==> src/rtl/rr_token_arbiter.sv <==
// ---------------------------------------------------------------------------
// rr_token_arbiter
//
// N-channel round-robin arbiter with a per-channel req/ack handshake in front
// of one shared resource. Idle channels are skipped, so a pending requester
// never waits on an empty slot. An optional hold limit forcibly reclaims the
// grant from a requester that keeps ack high for MAX_HOLD cycles; that
// requester is then masked until it drops req for at least one cycle.
//
// Ports
//   clk       : clock, all state updates on the rising edge
//   rst_n     : asynchronous, active-low reset
//   req       : [N-1:0] request per channel, held high until served
//   ack       : [N-1:0] one-hot (or zero) acknowledge, registered
//   sel       : [IDX_W-1:0] index of the granted channel, registered
//   sel_valid : high while a grant is in progress (READY or BUSY)
//   busy      : high in the BUSY state
//   timeout   : one-cycle pulse when a grant is forcibly reclaimed
// ---------------------------------------------------------------------------
module rr_token_arbiter #(
  parameter  int N        = 3,
  parameter  int MAX_HOLD = 0,
  localparam int IDX_W    = (N > 1) ? $clog2(N) : 1
) (
  input  logic             clk,
  input  logic             rst_n,
  input  logic [N-1:0]     req,
  output logic [N-1:0]     ack,
  output logic [IDX_W-1:0] sel,
  output logic             sel_valid,
  output logic             busy,
  output logic             timeout
);

  // Counter is kept at least one bit wide so the design elaborates with the
  // hold limit disabled; in that case it simply saturates and is ignored.
  localparam int HOLD_W = (MAX_HOLD > 0) ? $clog2(MAX_HOLD + 1) : 1;

  typedef enum logic [1:0] {
    IDLE  = 2'd0,
    READY = 2'd1,
    BUSY  = 2'd2
  } state_t;

  state_t              state_q;
  logic [IDX_W-1:0]    ptr_q;
  logic [IDX_W-1:0]    gidx_q;
  logic [HOLD_W-1:0]   hold_q;
  logic [N-1:0]        mask_q;
  logic [N-1:0]        ack_q;
  logic                sel_valid_q;
  logic                busy_q;
  logic                timeout_q;

  logic [N-1:0]        elig_d;
  logic [IDX_W-1:0]    pick_d;
  logic                found_d;
  int                  scan_k;
  logic                hold_lim_d;

  function automatic logic [N-1:0] onehot(input logic [IDX_W-1:0] idx);
    logic [N-1:0] v;
    v      = '0;
    v[idx] = 1'b1;
    return v;
  endfunction

  // Round-robin successor of a channel index, wrapping N-1 back to 0.
  function automatic logic [IDX_W-1:0] next_idx(input logic [IDX_W-1:0] idx);
    if (idx == IDX_W'(N - 1)) return '0;
    return idx + 1'b1;
  endfunction

  assign elig_d     = req & ~mask_q;
  assign hold_lim_d = (MAX_HOLD > 0) && (hold_q == HOLD_W'(MAX_HOLD - 1));

  // Scan ptr, ptr+1, ... wrapping mod N; the first eligible channel wins.
  always_comb begin
    found_d = 1'b0;
    pick_d  = '0;
    scan_k  = 0;
    for (int i = 0; i < N; i++) begin
      scan_k = int'(ptr_q) + i;
      if (scan_k >= N) scan_k = scan_k - N;
      if (!found_d && elig_d[scan_k]) begin
        found_d = 1'b1;
        pick_d  = IDX_W'(scan_k);
      end
    end
  end

  always_ff @(posedge clk or negedge rst_n) begin
    if (!rst_n) begin
      state_q     <= IDLE;
      ptr_q       <= '0;
      gidx_q      <= '0;
      hold_q      <= '0;
      mask_q      <= '0;
      ack_q       <= '0;
      sel_valid_q <= 1'b0;
      busy_q      <= 1'b0;
      timeout_q   <= 1'b0;
    end else begin
      timeout_q <= 1'b0;
      // Any channel seen with req low is released from the mask. A set below
      // only happens with req high, so the two never collide on one bit.
      mask_q    <= mask_q & req;

      case (state_q)
        IDLE: begin
          if (found_d) begin
            gidx_q      <= pick_d;
            sel_valid_q <= 1'b1;
            state_q     <= READY;
          end
        end

        // The grant is committed here regardless of req, so a requester
        // dropping req during READY still sees one cycle of ack.
        READY: begin
          ack_q   <= onehot(gidx_q);
          busy_q  <= 1'b1;
          hold_q  <= '0;
          state_q <= BUSY;
        end

        BUSY: begin
          if (!req[gidx_q] || hold_lim_d) begin
            ack_q       <= '0;
            sel_valid_q <= 1'b0;
            busy_q      <= 1'b0;
            ptr_q       <= next_idx(gidx_q);
            state_q     <= IDLE;
            if (req[gidx_q]) begin
              timeout_q      <= 1'b1;
              mask_q[gidx_q] <= 1'b1;
            end
          end else if (hold_q != {HOLD_W{1'b1}}) begin
            hold_q <= hold_q + 1'b1;
          end
        end

        default: begin
          ack_q       <= '0;
          sel_valid_q <= 1'b0;
          busy_q      <= 1'b0;
          state_q     <= IDLE;
        end
      endcase
    end
  end

  assign ack       = ack_q;
  assign sel       = gidx_q;
  assign sel_valid = sel_valid_q;
  assign busy      = busy_q;
  assign timeout   = timeout_q;

endmodule

==> config.mk <==
export PLATFORM = sky130hd
export DESIGN_NAME = rr_token_arbiter
export DESIGN_NICKNAME = d
export VERILOG_FILES = /design/src/rtl/rr_token_arbiter.sv
export SDC_FILE = /design/constraint.sdc
export NUM_CORES = 1
export LEC_CHECK = 0
export BUFFER_PORTS_ARGS = -buffer_cell sky130_fd_sc_hd__buf_2
export CAP_MARGIN = 10
export CORE_ASPECT_RATIO = 0.8
export CORE_UTILIZATION = 45
export DETAILED_ROUTE_END_ITERATION = 16
export PLACE_DENSITY = 0.66
export RECOVER_POWER = 100
export SLEW_MARGIN = 20
export SYNTH_ARGS = -nofsm -noshare
export SYNTH_HDL_FRONTEND = slang
export SYNTH_SLANG_ARGS = --single-unit
==> constraint.sdc <==
create_clock -name clk -period 2.5 [get_ports clk]
set_clock_uncertainty 0.1 [all_clocks]
set_input_delay 0.375 -clock clk [delete_from_list [all_inputs] [get_ports clk]]
set_output_delay 0.375 -clock clk [all_outputs]
set_load 0.02 [all_outputs]
==> summary.md <==
| Metric | Value |
|---|---|
| VDD IR max | 660 uV |
| Routed Antenna Nets | 0 |
| Crit path largest cell delay | 0.38 ns |
| Die Wd | 47.4 um |
| Die area | 1810 um^2 |
| CTS root buf | clkbuf_4 |
| Vias/cell | 5.23 |
| Startpoint Class | flip-flop |
| Slew Limit Fails | 0 |
| Syn nets | 76 |
| Gr ovfl total | 0 |
| CTS tree | done |
| Crit-path cells | inv_1, ha_1, nand2_1, o21ai_0, a221oi_4, mux2_1 |
| Max clock buf depth | 2 |
| CTS buffer count | 3 |
| Met1 usage | 22.3% |
| Switching Power | 0.000439 W |
| WHS | 0.249 ns |
| Setup TNS Final | 0 ns |
| Setup violations, final | 0 |
| Syn_area_per_cell | 10.7 um^2 |
| Period utilization | 78.9% |
| Period minus WS final | 1.97 ns |
| Drt total wl | 1.32 mm |
| WHS Path Cells | 2 |
| Starting Density | 50.9% |
| Synth-to-Final Area Change | 13.9% |
| CTS resizes | 0 |
| Comb pwr share | 45.5% |
| Final Hold Fails | 0 |
| Sink Count | 14 |
| Routability congestion estimate | 0.768 |
| Pleak | 0.373 nW |
| Antenna cell count | 0 |
| Total Power | 0.00102 W |
| Crit path arrival time | 2.04 ns |
| Total track usage | 17.0% |
| Worst-Skew Late Latency | 0.28 ns |
| Vias in the first global route | 492 |
| # DRC | 0 |
| H-tree Lvls | 1 |
| Flop pwr share | 38.6% |
| Worst-margin pin slew | 0.762 ns |
| Slowest cell on crit path | dfrtp_1 |
| Layout cells sized above 1 | 15.7% |
| PwrDens | 1210 nW/um^2 |
| Worst Reg2Reg Path Length in Cells | 6 |
| Post-CTS Setup Bufs | 0 |
| Internal Power | 0.000582 W |
| Initial antenna violation count | 0 |
| 1st-iter DRT viols | 23 |
| Io pins | 13 |
| Slew HR | 49.2% |
| Row count | 12 |
| Clock network power share | 15.9% |
| Outcome | finished, final reports clean |
| Critical Path Sink Type | flip-flop |
| Hold crit path type | primary input to flip-flop |
| Reg clk slew, reported paths | 0.09 ns |
| Die height | 38.3 um |
| RSZ-0062 raised after global routing | false |
| Dpl hpwl | 968 um |
| Max-Cap Viols | 0 |
| Hold buffers post-CTS | 1 |
| Yosys Warn Count | 0 |
| Max Fclk | 507 MHz |
| Critical path required time | 2.57 ns |
| M2 GR Usage | 24.7% |
| Synth Register Bits | 14 |
| Register area | 350 um^2 |
| Port Buffers | 11 |
| FF-to-FF setup slack | 0.53 ns |
| Sw Ratio | 43.0% |
| Routing usage on met3 | 7.08% |
| Number of fillers in the final layout | 139 |
| Drt pass-1 iters | 4 |
| DR vias | 544 |
| Distinct cells, synth | 30 |
| Area of the multi-input gates | 360 um^2 |
| Largest net degree at the start of global routing | 15 |
| CP max FO | 5 |
| GRT Max-Usage Layer | met2 |
| Core area | 1460 um^2 |
| Post-Syn Area | 741 um^2 |
| Post-DR wirelength/cell | 12.7 um |
| Sequential-to-total area share from yosys stat | 47.3% |
| Crit Path Class | flip-flop to flip-flop |
| First-pass GRT wire length | 1.99 mm |
| Final nets | 91 |
| Synth Instances | 69 |
-- flip-flops by register name (all words and copies together), names as in the netlist --
register   flops
busy           1
sel_valid      1
sel            2
ack            3
ptr_q          2
state_q        2
mask_q         3
-- routing by layer --
layer  vias to the layer above  share of wire, %
li1                        270                 -
met1                       253                48
met2                        19                45
met3                         2               6.3
met4                         0              0.83
met5                         -                 0
-- power groups by stage --
stage	Sequential [W]	Clock (W)	Combinational, W
after floorplan	0.000428	0	0.000336
after global placement	0.000396	0	0.000486
after detailed placement	0.000397	0	0.000489
after CTS	0.000393	0.000169	0.000494
after global routing	0.000406	0.000174	0.000518
final	0.000394	0.000163	0.000464
-- cells by family (layout without fill, tap and decap cells) --
| kind of cell | Yosys count | in the layout | share of synthesized area, % |
|---|---|---|---|
| compound gates | 20 | 20 | 20.8 |
| fa+ha+maj | 3 | 3 | 4.73 |
| buf+inv | 6 | 20 | 3.55 |
| flops | 14 | 14 | 47.3 |
| mux | 3 | 3 | 4.73 |
| other cells | 1 | 1 | 0.506 |
| simple gates | 22 | 22 | 18.4 |
-- cells in the final DEF, fill, tap and decap left out, types with 2 or more instances in the layout --
master    Yosys  layout
a21oi_1       2       2
nand2b_1      4       4
clkbuf_4      0       3
o21a_1        2       2
dfrtp_1      14      14
o41ai_1       2       2
buf_2         0       3
mux2i_1       2       2
nand2_1       6       6
nand2b_4      2       2
o21ai_0       5       7
nor2_1        3       3
inv_1         4       4
ha_1          2       2
clkbuf_1      1       8
-- path summary, 6_finish.rpt --
check	from	end
worst min-delay path	req[0]	mask_q[0]
worst min register to register	busy	busy
worst max register to register	ptr_q[0]	sel[1]
min in group asynchronous	rst_n	ack[1]
worst max-delay path	ptr_q[0]	sel[1]
max in group asynchronous	rst_n	state_q[1]
-- through the flow --
| step | setup slack (ns) | utilization (%) | area, um^2 | std cells |
|---|---|---|---|---|
| detailed placement | 0.568 | 55.7 | 811 | 99 |
| floorplan | 0.721 | - | 741 | 69 |
| global placement | 0.662 | 55.7 | 811 | 99 |
| finish | 0.526 | 57.9 | 843 | 104 |
| CTS | 0.560 | 58.8 | 857 | 104 |
| global route | 0.429 | 57.9 | 843 | 104 |
-- cell type report --
| type | instances | share of cell area, % |
|---|---|---|
| tap | 21 | 3.12 |
| inverter | 4 | 1.78 |
| multi-input combinational | 49 | 42.7 |
| timing repair buffer | 12 | 6.53 |
| sequential | 14 | 41.5 |
| clock buffer | 4 | 4.30 |
-- cells in the mapped netlist, drive strengths merged --
cell type | number | share of area [%]
o31ai | 1 | 1.7
o21a | 2 | 2.0
clkbuf | 1 | 0.51
nand3b | 1 | 1.0
and2 | 3 | 2.7
o21ai | 8 | 5.4
ha | 2 | 3.4
nand3 | 1 | 0.68
a21oi | 2 | 1.4
buf | 1 | 1.0
nor2 | 3 | 1.5
maj3 | 1 | 1.4
a221oi | 1 | 3.5
inv | 4 | 2.0
a32o | 1 | 1.4
o41ai | 2 | 2.4
a21o | 1 | 1.0
mux2 | 1 | 2.0
conb | 1 | 0.51
o22ai | 1 | 0.85
mux2i | 2 | 2.7
nand2b | 6 | 7.1
dfrtp | 14 | 47
o22a | 1 | 1.2
nor2b | 1 | 0.85
nand2 | 7 | 4.6
-- worst max-delay path, delay by kind of cell (launching register included) --
family / cells / cell delay [ns]
muxes: 1 / 0.38
AOI/OAI and AO/OA: 2 / 0.46
and+or+nand+nor: 1 / 0.13
DFF: 1 / 0.38
buffers and inverters: 1 / 0.05
adders and majority gates: 1 / 0.35
No activity file was read; power rests on OpenSTA's default activity.
